**src/rtl/zimbo_pkg.sv**
```systemverilog
// Shared constants for the zimbo core: opcodes, sequencer state encoding
// and the pc_sel / addrbase select codes.
package zimbo_pkg;

    localparam logic [4:0] OP_ALU  = 5'b00000;
    localparam logic [4:0] OP_ADDI = 5'b00001;
    localparam logic [4:0] OP_LW   = 5'b00010;
    localparam logic [4:0] OP_SW   = 5'b00011;
    localparam logic [4:0] OP_BEQ  = 5'b00100;
    localparam logic [4:0] OP_JMP  = 5'b00101;
    localparam logic [4:0] OP_MUL  = 5'b00110;
    localparam logic [4:0] OP_HALT = 5'b11111;

    localparam logic [1:0] PC_SEL_INC    = 2'd0;
    localparam logic [1:0] PC_SEL_BRANCH = 2'd1;
    localparam logic [1:0] PC_SEL_JUMP   = 2'd2;

    localparam logic [1:0] ADDR_R0    = 2'd0;
    localparam logic [1:0] ADDR_IR    = 2'd1;
    localparam logic [1:0] ADDR_ADDR2 = 2'd2;

    localparam logic [2:0] ALU_ADD = 3'b000;
    localparam logic [2:0] ALU_SUB = 3'b001;

    typedef enum logic [2:0] {
        ST_FETCH,
        ST_DECODE,
        ST_EXEC,
        ST_MEM,
        ST_WB,
        ST_WB_HI,
        ST_HALT
    } state_t;

    // Opcodes that continue into the EXEC state after DECODE.
    function automatic logic goes_exec(input logic [4:0] op);
        return (op == OP_ALU) || (op == OP_ADDI) || (op == OP_LW) ||
               (op == OP_SW)  || (op == OP_BEQ)  || (op == OP_MUL);
    endfunction

endpackage

```
**src/rtl/control_fsm.sv**
```systemverilog
// Multi-cycle instruction sequencer: fetch, decode, execute, memory and
// register write-back control for the zimbo datapath.
//
// state     | meaning
// FETCH     | instruction read, waits for mem_ready, loads IR and bumps PC
// DECODE    | opcode/func captured, JMP taken here, illegal/HALT detected
// EXEC      | ALU operation; BEQ resolves here
// MEM       | data read (LW) or write (SW), waits for mem_ready
// WB        | register write-back (low half for MUL)
// WB_HI     | MUL high half write-back
// HALT      | absorbing stop until reset
import zimbo_pkg::*;

module control_fsm (
    input  logic       clk,
    input  logic       rst_n,
    input  logic [4:0] opcode,
    input  logic [2:0] func,
    input  logic       zero,
    input  logic       mem_ready,
    output logic       ir_en,
    output logic       pc_en,
    output logic [1:0] pc_sel,
    output logic       mem_re,
    output logic       mem_we,
    output logic       insdat,
    output logic       rf_we,
    output logic       mem_alu,
    output logic [1:0] addrbase,
    output logic       mulreg,
    output logic       alusrc,
    output logic [2:0] alu_op,
    output logic       halted,
    output logic       illegal
);

    state_t     state_q, state_d;
    logic [4:0] op_q;
    logic [2:0] func_q;
    logic       illegal_q;

    always_ff @(posedge clk or negedge rst_n) begin
        if (!rst_n) begin
            state_q   <= ST_FETCH;
            op_q      <= '0;
            func_q    <= '0;
            illegal_q <= 1'b0;
        end else begin
            state_q <= state_d;
            if (state_q == ST_DECODE) begin
                op_q   <= opcode;
                func_q <= func;
                if (!goes_exec(opcode) && opcode != OP_JMP && opcode != OP_HALT)
                    illegal_q <= 1'b1;
            end
        end
    end

    always_comb begin
        state_d = state_q;
        case (state_q)
            ST_FETCH:  if (mem_ready) state_d = ST_DECODE;
            ST_DECODE: begin
                if (goes_exec(opcode))     state_d = ST_EXEC;
                else if (opcode == OP_JMP) state_d = ST_FETCH;
                else                       state_d = ST_HALT;
            end
            ST_EXEC: begin
                if (op_q == OP_LW || op_q == OP_SW) state_d = ST_MEM;
                else if (op_q == OP_BEQ)            state_d = ST_FETCH;
                else                                state_d = ST_WB;
            end
            ST_MEM: begin
                if (mem_ready) state_d = (op_q == OP_LW) ? ST_WB : ST_FETCH;
            end
            ST_WB:    state_d = (op_q == OP_MUL) ? ST_WB_HI : ST_FETCH;
            ST_WB_HI: state_d = ST_FETCH;
            ST_HALT:  state_d = ST_HALT;
            default:  state_d = ST_FETCH;
        endcase
    end

    // Gated by rst_n so everything reads quiet while reset is held,
    // even though the state register already sits in FETCH.
    always_comb begin
        ir_en    = 1'b0;
        pc_en    = 1'b0;
        pc_sel   = PC_SEL_INC;
        mem_re   = 1'b0;
        mem_we   = 1'b0;
        insdat   = 1'b0;
        rf_we    = 1'b0;
        mem_alu  = 1'b0;
        addrbase = ADDR_R0;
        mulreg   = 1'b0;
        alusrc   = 1'b0;
        alu_op   = ALU_ADD;
        halted   = 1'b0;
        illegal  = 1'b0;
        if (rst_n) begin
            illegal = illegal_q;
            case (state_q)
                ST_FETCH: begin
                    mem_re = 1'b1;
                    ir_en  = mem_ready;
                    pc_en  = mem_ready;
                end
                ST_DECODE: begin
                    if (opcode == OP_JMP) begin
                        pc_en  = 1'b1;
                        pc_sel = PC_SEL_JUMP;
                    end
                end
                ST_EXEC: begin
                    if (op_q == OP_ALU || op_q == OP_MUL) begin
                        alu_op = func_q;
                        alusrc = 1'b1;
                    end else if (op_q == OP_BEQ) begin
                        alu_op = ALU_SUB;
                        alusrc = 1'b1;
                        if (zero) begin
                            pc_en  = 1'b1;
                            pc_sel = PC_SEL_BRANCH;
                        end
                    end
                end
                ST_MEM: begin
                    insdat = 1'b1;
                    mem_re = (op_q == OP_LW);
                    mem_we = (op_q == OP_SW);
                end
                ST_WB: begin
                    rf_we    = 1'b1;
                    addrbase = ADDR_IR;
                    mem_alu  = (op_q == OP_LW);
                end
                ST_WB_HI: begin
                    rf_we    = 1'b1;
                    addrbase = ADDR_ADDR2;
                    mulreg   = 1'b1;
                end
                ST_HALT: halted = 1'b1;
                default: ;
            endcase
        end
    end

endmodule

```
**config.mk**
```make
export PLATFORM = sky130hd
export DESIGN_NAME = control_fsm
export DESIGN_NICKNAME = d
export VERILOG_FILES = /design/src/rtl/zimbo_pkg.sv /design/src/rtl/control_fsm.sv
export SDC_FILE = /design/constraint.sdc
export NUM_CORES = 1
export LEC_CHECK = 0
export ABC_AREA = 1
export CORE_ASPECT_RATIO = 0.75
export CORE_MARGIN = 2
export CORE_UTILIZATION = 45
export CTS_BUF_LIST = sky130_fd_sc_hd__clkbuf_4
export DETAILED_ROUTE_END_ITERATION = 8
export PLACE_DENSITY = 0.82
export RECOVER_POWER = 25
export SLEW_MARGIN = 20
export SYNTH_ARGS = -nofsm -noshare
export SYNTH_HDL_FRONTEND = slang
export SYNTH_SLANG_ARGS = --single-unit
```
**constraint.sdc**
```tcl
create_clock -name clk -period 1.4 [get_ports clk]
set_clock_uncertainty 0.05 [all_clocks]
set_input_delay 0.28 -clock clk [delete_from_list [all_inputs] [get_ports clk]]
set_output_delay 0.28 -clock clk [all_outputs]
set_load 0.02 [all_outputs]
```
==> results_dict.tcl, run 1 <==
set metrics [dict create \
    outcome "did not finish" \
    failing_step "global routing (5_1_grt)" \
    error "[ERROR DPL-0038] Utilization greater than 100%, impossible to legalize" \
    synth-compound-area-share_pct 7.077 \
    synthAdderAreaFrac_pct 0 \
    root_buffer "clkbuf_4" \
    h-tree-depth 1 \
    initial_core_util_pct 47.17 \
    synth_edf_count 0 \
    die_w_um 53.09 \
    die_h_um 40.82 \
    synth_simple_gate_area_share_pct 44.62 \
    yosysMostFrequentCell "nand2_1" \
    top_level_ports 30 \
    fp-row-count 13 \
    synthTopCellsByCount "31 x nand2_1, 22 x nor2_1, 13 x inv_1, 12 x dfrtp_1, 11 x nand3_1" \
    yosys.area.top_type_share_pct 36.92 \
    synth_warnings 0 \
    grt_worst_setup_endpoint "pc_en" \
    cts_hold_buf 0 \
    syn-num-nets 135 \
    synth_top_family_by_area "simple AND/OR/NAND/NOR gates" \
    clockBufferDepth 2 \
    muxShareOfSynthArea_pct 0 \
    cts_inserted_buffers 3 \
    portBuffers 29 \
    synth-xor-area-share_pct 0 \
    synth_top_flop_cell "dfrtp_1" \
    synth_area_per_cell_um2 6.612 \
    synth_area_um2 813.3 \
    yosysTopAreaCell "dfrtp_1" \
    grt_max_degree 16 \
    seq_area_frac_synth_pct 36.92 \
    synth-seq-cells 12 \
    gp_congestion 0.8800 \
    numClockSinks 12 \
    synth_area_leaders "dfrtp_1 37%, nand2_1 14%, nor2_1 10%, nand3_1 6.8%, inv_1 6.0%" \
    async_flop_share_pct 100.0 \
    synth.distinct_cells 20 \
    synthCells 123 \
    dp_hpwl_um 2176 \
    endpoint_type "primary output" \
]
kinds of logic after synthesis:
family,Yosys count
simple gates,78
buf+inv,23
flops,12
compound gates,10
metrics by stage:
step / setup slack, ns / hold slack [ns] / cell area [um^2] / instances / util (%)
CTS: -0.4207 / 0.04481 / 1549 / 212 / 89.84
detailed placement: -0.8693 / 0.4055 / 1389 / 204 / 80.55
global placement: -0.8141 / 0.4045 / 1389 / 204 / 80.55
floorplan: -0.07128 / -0.06559 / 845.8 / 123 / -
timing repair:
action	in CTS
setup endpoints to repair	20
pin swaps	12
gates resized for setup	128
buffers inserted	5
==> inputs of run 2 (changes only) <==
--- a/config.mk
+++ b/config.mk
@@ -6,12 +6,10 @@
 export NUM_CORES = 1
 export LEC_CHECK = 0
 export ABC_AREA = 1
-export CORE_ASPECT_RATIO = 0.75
-export CORE_MARGIN = 2
-export CORE_UTILIZATION = 45
-export CTS_BUF_LIST = sky130_fd_sc_hd__clkbuf_4
+export CORE_AREA = 2 2 63 65
 export DETAILED_ROUTE_END_ITERATION = 8
-export PLACE_DENSITY = 0.82
+export DIE_AREA = 0 0 65 67
+export PLACE_DENSITY_LB_ADDON = 0.15
 export RECOVER_POWER = 25
 export SLEW_MARGIN = 20
 export SYNTH_ARGS = -nofsm -noshare
==> results_dict.tcl, run 2 <==
set metrics [dict create \
    reg2regPathDepth 10 \
    violations "negative setup slack" \
    synth-seq-cells 12 \
    wl_um 3015 \
    die_h_um 67 \
    grtUsageTotal_pct 14.63 \
    final.period_utilization_pct 129.9 \
    synthCells 123 \
    drive_gt1_share_pct 65.85 \
    coreArea_um2 3606 \
    tightest_slew_ns 0.6477 \
    synthTopCellsByCount "31 x nand2_1, 22 x nor2_1, 13 x inv_1, 12 x dfrtp_1, 11 x nand3_1" \
    die_area_um2 4355 \
    fin_crit_ns 1.818 \
    first_pass_iters 4 \
    synth_warnings 0 \
    antenna_found_initial 0 \
    timing.fmax_ghz 0.5500 \
    outcome "finished, violations left" \
    slew_headroom_pct 56.82 \
    yosysTopAreaCell "dfrtp_1" \
    setup_viol 18 \
    final_cell_mix "34 x buf_4, 29 x buf_6, 21 x nand2_1" \
    crit_start "op_q[2]" \
    synth.distinct_cells 20 \
    synth_top_flop_cell "dfrtp_1" \
    largest_reg_flops 5 \
    slew_violations 0 \
    cts_tree "built" \
    wl_per_cell_um 11.92 \
    via_count 1081 \
    synth_area_per_cell_um2 6.612 \
    hold_class "input port to async pin" \
    p_int_w 0.001816 \
    top_level_ports 30 \
    synth_area_um2 813.3 \
    cts_inserted_buffers 3 \
    initial_core_util_pct 22.55 \
    synth_edf_count 0 \
    syn-num-nets 135 \
    p_sw_share_pct 44.71 \
    final_nets 219 \
    seq_area_frac_synth_pct 36.92 \
    start_kind "flop" \
    critPathRequiredTime_ns 1.07 \
    grt_setup_unrepaired "true" \
    numClockSinks 12 \
    die_w_um 65 \
    drcViolationCount 0 \
    power.density_nw_per_um2 1729 \
    synth_area_leaders "dfrtp_1 37%, nand2_1 14%, nor2_1 10%, nand3_1 6.8%, inv_1 6.0%" \
    power.share.clock_pct 9.7 \
    endpoint "alu_op[0]" \
    cp_max_fo 2 \
    drt_iter0_drc 27 \
    pwr-share-comb_pct 69.9 \
    grt_pass1_vias 1141 \
    hold_slack_ns 0.3264 \
    antenna_cells 0 \
    place_ws_ns -0.8823 \
    yosysMostFrequentCell "nand2_1" \
    yosys.area.top_type_share_pct 36.92 \
    root_buffer "clkbuf_8" \
    fp-row-count 22 \
    async_flop_share_pct 100.0 \
    h-tree-depth 1 \
    regMostFlops "op_q" \
    setup.worst_path.end_class "output port" \
    crit_type "flop to output port" \
    hold_viol 0 \
    p_switching_w 0.001468 \
    power.share.sequential_pct 20.4 \
    r2r-start "op_q[2]" \
    syn_to_final_growth_pct 133.5 \
    r2r-end "state_q[2]" \
    grt_overflow 0 \
    postRouteAntennaNets 0 \
    ir_worst_vdd_mv 0.8637 \
    ff2ff_setup_slack_ns -0.04 \
    clk_pin_slew_ns 0.05 \
    power_w 0.003284 \
    dp_hpwl_um 2095 \
    portBuffers 29 \
    layout_commonest_cell "buf_4" \
    maxCapViolations 0 \
    grt_pass1_wl_um 4878 \
    via_per_inst 4.273 \
    power.leakage_nw 0.9091 \
    critPathArrivalTime_ns 1.49 \
    fin_ws_ns -0.4182 \
    clock_latency_ns 0.24 \
    largestRegisters "op_q x5, func_q x3, state_q x3" \
    grt_max_degree 16 \
    place_inst 239 \
    stdcell_count 253 \
    gp_congestion 0.7551 \
    clockBufferDepth 2 \
]
## run 2: cell counts after synthesis
Identical to the previous run, type by type.
## run 2: worst min-delay path by stage
stage / endpoint / slack [ns] / cells after the start
6_report: illegal_q / 0.33 / 3
5_1_grt: illegal_q / 0.40 / 3
4_1_cts: op_q[0] / 0.11 / 2
3_5_place_dp: illegal_q / 0.41 / 1
3_3_place_gp: func_q[0] / 0.41 / 2
2_1_floorplan: func_q[0] / -0.07 / 0
## run 2: power groups by stage
stage	combinational (W)	clock, W	sequential [W]
2_1_floorplan	0.000772	0	0.000628
3_3_place_gp	0.00155	0	0.000630
3_5_place_dp	0.00157	0	0.000632
4_1_cts	0.00196	0.000320	0.000654
5_1_grt	0.00250	0.000334	0.000699
6_report	0.00230	0.000318	0.000669
## run 2: what timing repair did
action                     in CTS  in global routing
pin swaps                      18                 16
hold endpoints to repair        0                  1
setup endpoints to repair      20                 21
hold buffers                    0                  1
gates cloned                    0                  0
buffers inserted               10                  6
resized for setup             146                 40
## run 2: layout make-up
type	count	area, um^2
Sequential cell	12	301.5
Multi-Input combinational cell	88	665.6
Inverter	22	95.09
Timing Repair Buffer	80	735.7
Fill cell	352	1707
Tap cell	48	60.06
Clock buffer	3	41.29
## run 2: worst max-delay path, cell delays in order, from the launching register on
cell	delay, ns
dfrtp_1	0.39
buf_6	0.14
inv_4	0.06
nor2_4	0.04
nand3_2	0.08
inv_4	0.05
buf_4	0.13
o21ai_2	0.18
nor2_2	0.05
buf_6	0.12
## run 2: metrics by stage
step           area (um^2)  TNS [ns]  utilization [%]
2_1_floorplan        845.8   -0.1906                -
3_3_place_gp          1489    -14.60            41.29
3_5_place_dp          1489    -14.99            41.29
4_1_cts               1743    -5.404            48.33
5_1_grt               1899    -6.873            52.67
6_report              1899    -5.420            52.67
## run 2: cells by family after synthesis
kind of cell,Yosys count,synth area share [%]
AO/OA/AOI/OAI,10,7.076
buffers and inverters,23,11.39
flip-flops,12,36.92
AND/OR/NAND/NOR,78,44.61
## run 2: layer usage
| metal | wire length, um | GRT usage, % | up-vias |
|---|---|---|---|
| met5 | 0 | 0 | - |
| met4 | 39 | 3.989 | 0 |
| met3 | 115 | 1.858 | 5 |
| met2 | 1664 | 28.09 | 25 |
| met1 | 1196 | 16.87 | 496 |
| li1 | - | - | 555 |
No activity file was read; power rests on OpenSTA's default activity.
==> inputs of run 3 (changes only) <==
--- a/config.mk
+++ b/config.mk
@@ -9,6 +9,8 @@
 export CORE_AREA = 2 2 63 65
 export DETAILED_ROUTE_END_ITERATION = 8
 export DIE_AREA = 0 0 65 67
+export DONT_BUFFER_PORTS = 1
+export GPL_ROUTABILITY_DRIVEN = 0
 export PLACE_DENSITY_LB_ADDON = 0.15
 export RECOVER_POWER = 25
 export SLEW_MARGIN = 20
==> constraint.sdc (replaced) <==
create_clock -name clk -period 2.07 [get_ports clk]
set_clock_uncertainty 0.05 [all_clocks]
set_input_delay 0.414 -clock clk [delete_from_list [all_inputs] [get_ports clk]]
set_output_delay 0.414 -clock clk [all_outputs]
set_load 0.02 [all_outputs]
==> results_dict.tcl, run 3 (same netlist as run 2, synthesis figures left out) <==
set metrics [dict create \
    power.density_nw_per_um2 1314 \
    grt_pass1_wl_um 3719 \
    crit_type "flop to output port" \
    drcViolationCount 0 \
    p_switching_w 0.0006227 \
    setup.worst_path.end_class "output port" \
    tightest_slew_ns 0.6002 \
    grt_pass1_vias 794 \
    root_buffer "clkbuf_8" \
    power.share.clock_pct 16.3 \
    h-tree-depth 1 \
    grt_overflow 0 \
    final_nets 145 \
    nFillCells 429 \
    outcome "complete, no violations" \
    largest_reg_flops 5 \
    slew_violations 0 \
    critPathSlowestCell "dfrtp_1" \
    power.share.sequential_pct 34.7 \
    layout_commonest_cell "nand2_1" \
    die_h_um 67 \
    max_stage_delay_ns 0.51 \
    postCtsSetupRepairBufs 0 \
    die_area_um2 4355 \
    crit_chain "nor2_2 > nand3_1 > nand3_1 > nand2_1 > inv_1" \
    largestRegisters "op_q x5, func_q x3, state_q x3" \
    top_level_ports 30 \
    critPathArrivalTime_ns 1.48 \
    timing.setup.tns_ns 0 \
    p_sw_share_pct 48.56 \
    wl_per_cell_um 12.68 \
    min_path_cells 2 \
    ir_worst_vdd_mv 0.3304 \
    postRouteAntennaNets 0 \
    drive_gt1_share_pct 24.43 \
    timing.fmax_ghz 0.5142 \
    via_count 805 \
    place_ws_ns 0.2973 \
    via_per_inst 4.497 \
    hold_viol 0 \
    setup_viol 0 \
    numClockSinks 12 \
    drt_iter0_drc 46 \
    power.leakage_nw 0.4697 \
    clk_pin_slew_ns 0.05 \
    grtUsageTotal_pct 11.33 \
    grt_setup_unrepaired "false" \
    slew_headroom_pct 59.86 \
    fin_ws_ns 0.1253 \
    reg2regPathDepth 8 \
    cp_max_fo 7 \
    clock_latency_ns 0.24 \
    final_cell_mix "31 x nand2_1, 18 x nor2_1, 13 x inv_1" \
    first_pass_iters 4 \
    coreArea_um2 3606 \
    cts_inserted_buffers 3 \
    wl_um 2269 \
    maxCapViolations 0 \
    fin_crit_ns 1.945 \
    antenna_found_initial 0 \
    initial_core_util_pct 22.55 \
    timing.critical_path.mode_cell "nand3_1" \
    antenna_cells 0 \
    fp-row-count 22 \
    hold_class "input port to flop" \
    final.period_utilization_pct 93.94 \
    pwr-share-comb_pct 49.1 \
    dp_hpwl_um 1779 \
    critPathRequiredTime_ns 1.61 \
    grt_max_degree 16 \
    die_w_um 65 \
    clockBufferDepth 2 \
    regMostFlops "op_q" \
    start_kind "flop" \
    cts_tree "built" \
    portBuffers 0 \
    syn_to_final_growth_pct 20.00 \
    p_int_w 0.0006598 \
]
==> run 3: cell types whose count changed in the layout (fill, tap and decap cells not counted), moves of 4 or more <==
cell	change
buf_4	-29
buf_6	-29
nor2_1	+13
nor2_4	-12
clkdlybuf4s50_1	-10
nand2_1	+10
inv_1	+8
nand2_4	-6
nand3_1	+6
inv_2	-5
inv_4	-4
nand2_2	-4
nand3_2	-4
==> run 3: layer usage <==
| layer | global-route usage, % | routed length (um) |
|---|---|---|
| met1 | 14.81 | 1008 |
| met2 | 16.88 | 1021 |
| met3 | 3.885 | 202 |
| met4 | 4.787 | 36 |
| met5 | 0 | 0 |
==> run 3: power by group through the flow <==
| stage | sequential [W] | clock [W] | combinational (W) |
|---|---|---|---|
| global placement | 0.000440 | 0 | 0.000611 |
| floorplan | 0.000423 | 0 | 0.000491 |
| CTS | 0.000440 | 0.000223 | 0.000620 |
| detailed placement | 0.000443 | 0 | 0.000611 |
| finish | 0.000444 | 0.000209 | 0.000629 |
| global route | 0.000460 | 0.000234 | 0.000724 |
==> run 3: layout make-up <==
type                            count  area, um^2  share of cell area, %
Timing Repair Buffer                6       47.55                  4.872
Sequential cell                    12       300.3                  30.77
Clock buffer                        3       41.29                  4.231
Multi-Input combinational cell     88       441.7                  45.26
Tap cell                           48       60.06                  6.154
Inverter                           22       85.08                  8.718
==> run 3: per-stage QoR <==
stage / utilization [%] / power, W / cells / cell area, um^2 / hold slack, ns
after floorplan: - / 0.0009136 / 123 / 813.3 / 0.06841
after global placement: 25.05 / 0.001051 / 175 / 903.4 / 0.06907
after detailed placement: 25.05 / 0.001054 / 175 / 903.4 / 0.06889
after CTS: 26.47 / 0.001283 / 179 / 954.7 / 0.2382
after global routing: 27.06 / 0.001418 / 179 / 975.9 / 0.2536
final: 27.06 / 0.001282 / 179 / 975.9 / 0.2429
==> run 3: what timing repair did <==
action	CTS	global route
gates resized for setup	0	6
endpoints found under the setup margin	0	7
hold buffers	1	0
hold endpoints to repair	12	0
==> run 3: worst paths after layout <==
kind                                 start          to  slack [ns]
worst max-delay path            state_q[2]       pc_en        0.13
worst min register to register   func_q[1]   func_q[1]        0.42
min in group asynchronous            rst_n     op_q[4]        0.58
worst max register to register  state_q[1]  state_q[2]        0.72
worst min-delay path               func[1]   func_q[1]        0.24
max in group asynchronous            rst_n  state_q[2]        1.00
==> run 3: critical path, delay by kind of cell, from the launching register on <==
family                 cells  cell delay, ns
buffers and inverters      1            0.15
flip-flops                 1            0.51
AND/OR/NAND/NOR            4            0.58
==> inputs of run 4 (changes only) <==
--- a/config.mk
+++ b/config.mk
@@ -11,7 +11,7 @@
 export DIE_AREA = 0 0 65 67
 export DONT_BUFFER_PORTS = 1
 export GPL_ROUTABILITY_DRIVEN = 0
-export PLACE_DENSITY_LB_ADDON = 0.15
+export PLACE_DENSITY = 0.44
 export RECOVER_POWER = 25
 export SLEW_MARGIN = 20
 export SYNTH_ARGS = -nofsm -noshare
==> results_dict.tcl, run 4 (same netlist as run 2, synthesis figures left out) <==
set metrics [dict create \
    final_area_um2 975.9 \
    grt_setup_unrepaired "false" \
    via_count 814 \
    dpl_cell_area_um2 903.4 \
    grt_pass1_wl_um 3450 \
    ir_worst_vdd_mv 0.2738 \
    fp-row-count 22 \
    portBuffers 0 \
    slew_violations 0 \
    endpoint "mem_re" \
    dp_hpwl_um 1681 \
    grt_overflow 0 \
    postRouteAntennaNets 0 \
    final_nets 145 \
    critPathArrivalTime_ns 1.51 \
    regMostFlops "op_q" \
    reg2regPathDepth 8 \
    ff2ff_setup_slack_ns 0.76 \
    drive_gt1_share_pct 23.48 \
    first_pass_iters 4 \
    grt_max_degree 16 \
    initial_core_util_pct 22.55 \
    syn_to_final_growth_pct 20.00 \
    largestRegisters "op_q x5, func_q x3, state_q x3" \
    coreArea_um2 3606 \
    antenna_found_initial 0 \
    clock_latency_ns 0.24 \
    drt_iter0_drc 33 \
    die_h_um 67 \
    antenna_cells 0 \
    top_level_ports 30 \
    power.density_nw_per_um2 1340 \
    largest_reg_flops 5 \
    tightest_slew_ns 0.5645 \
    grt_pass1_vias 805 \
    cts_tree "built" \
    maxCapViolations 0 \
    cts_inserted_buffers 3 \
    wl_per_cell_um 11.67 \
    layout_commonest_cell "nand2_1" \
    power.leakage_nw 0.4749 \
    via_per_inst 4.522 \
    slew_headroom_pct 62.24 \
    crit_type "flop to output port" \
    clk_pin_slew_ns 0.05 \
    setup.worst_path.end_class "output port" \
    h-tree-depth 1 \
    hold_class "input port to flop" \
    fin_crit_ns 1.969 \
    root_buffer "clkbuf_8" \
    critPathRequiredTime_ns 1.61 \
    drcViolationCount 0 \
    timing.fmax_ghz 0.5078 \
    die_area_um2 4355 \
    r2r-start "state_q[1]" \
    crit_start "op_q[3]" \
    outcome "complete, no violations" \
    timing.setup.tns_ns 0 \
    r2r-end "state_q[2]" \
    final_cell_mix "31 x nand2_1, 19 x nor2_1, 13 x inv_1" \
    clockBufferDepth 2 \
    hold_viol 0 \
    numClockSinks 12 \
    start_kind "flop" \
    setup_viol 0 \
    wl_um 2101 \
    final.period_utilization_pct 95.13 \
    grtUsageTotal_pct 10.53 \
    cp_max_fo 4 \
    die_w_um 65 \
]
==> run 4: cell count changes in the layout (fill, tap and decap cells not counted), sizes merged <==
cell	previous run	this run
clkbuf	3	4
==> run 4: per-layer routing <==
layer  GRT usage [%]  routed length (um)  share of wire [%]
met3           2.703                  90                4.3
met5               0                   0                  0
met4           4.787                  42                2.0
met1           11.59                 920                 44
met2           18.94                1047                 50
==> run 4: how the worst min path moves through the flow <==
stage               from  cells after the start  slack (ns)   endpoint
2_1_floorplan      rst_n                      0        0.07  func_q[0]
3_3_place_gp       rst_n                      0        0.07  illegal_q
3_5_place_dp       rst_n                      0        0.07    op_q[2]
4_1_cts          func[2]                      2        0.23  func_q[2]
5_1_grt        opcode[0]                      2        0.26    op_q[0]
6_report         func[2]                      2        0.24  func_q[2]
==> run 4: what timing repair did <==
item	4_1_cts	5_1_grt
endpoints found under the hold margin	12	0
setup buffers	0	0
hold buffers	1	0
resized for setup	0	3
setup endpoints to repair	0	3
==> run 4: critical path, cell delays in order (launching register included) <==
cell     delay, ns
dfrtp_1       0.39
nor2_2        0.15
nand3_1       0.17
nor2_1        0.14
nand2_1       0.08
a21oi_1       0.16
buf_4         0.17
==> run 4: metrics by stage <==
| step | utilization (%) | std cells | hold WS, ns | power (W) | setup WS, ns |
|---|---|---|---|---|---|
| floorplan | - | 123 | 0.06841 | 0.0009136 | 0.3901 |
| global placement | 25.05 | 175 | 0.06897 | 0.001042 | 0.2999 |
| detailed placement | 25.05 | 175 | 0.06911 | 0.001044 | 0.2994 |
| CTS | 26.86 | 180 | 0.2329 | 0.001313 | 0.03121 |
| finish | 27.06 | 180 | 0.2360 | 0.001308 | 0.1007 |
| global route | 27.06 | 180 | 0.2602 | 0.001428 | 0.004126 |
==> run 4: final cells by class <==
| class | instances | area, um^2 |
|---|---|---|
| fillers | 405 | 2630 |
| well taps | 48 | 60.06 |
| inverters | 22 | 85.08 |
| multi-input cells | 88 | 427.9 |
| flip-flops and latches | 12 | 300.3 |
| repair buffers | 6 | 47.55 |
| clock buffers | 4 | 55.05 |
==> run 4: power breakdown <==
group | switching [W] | internal, W
logic | 0.000426 | 0.000189
registers | 0.0000943 | 0.000339
clock network | 0.0000912 | 0.000168
total | 0.000612 | 0.000696
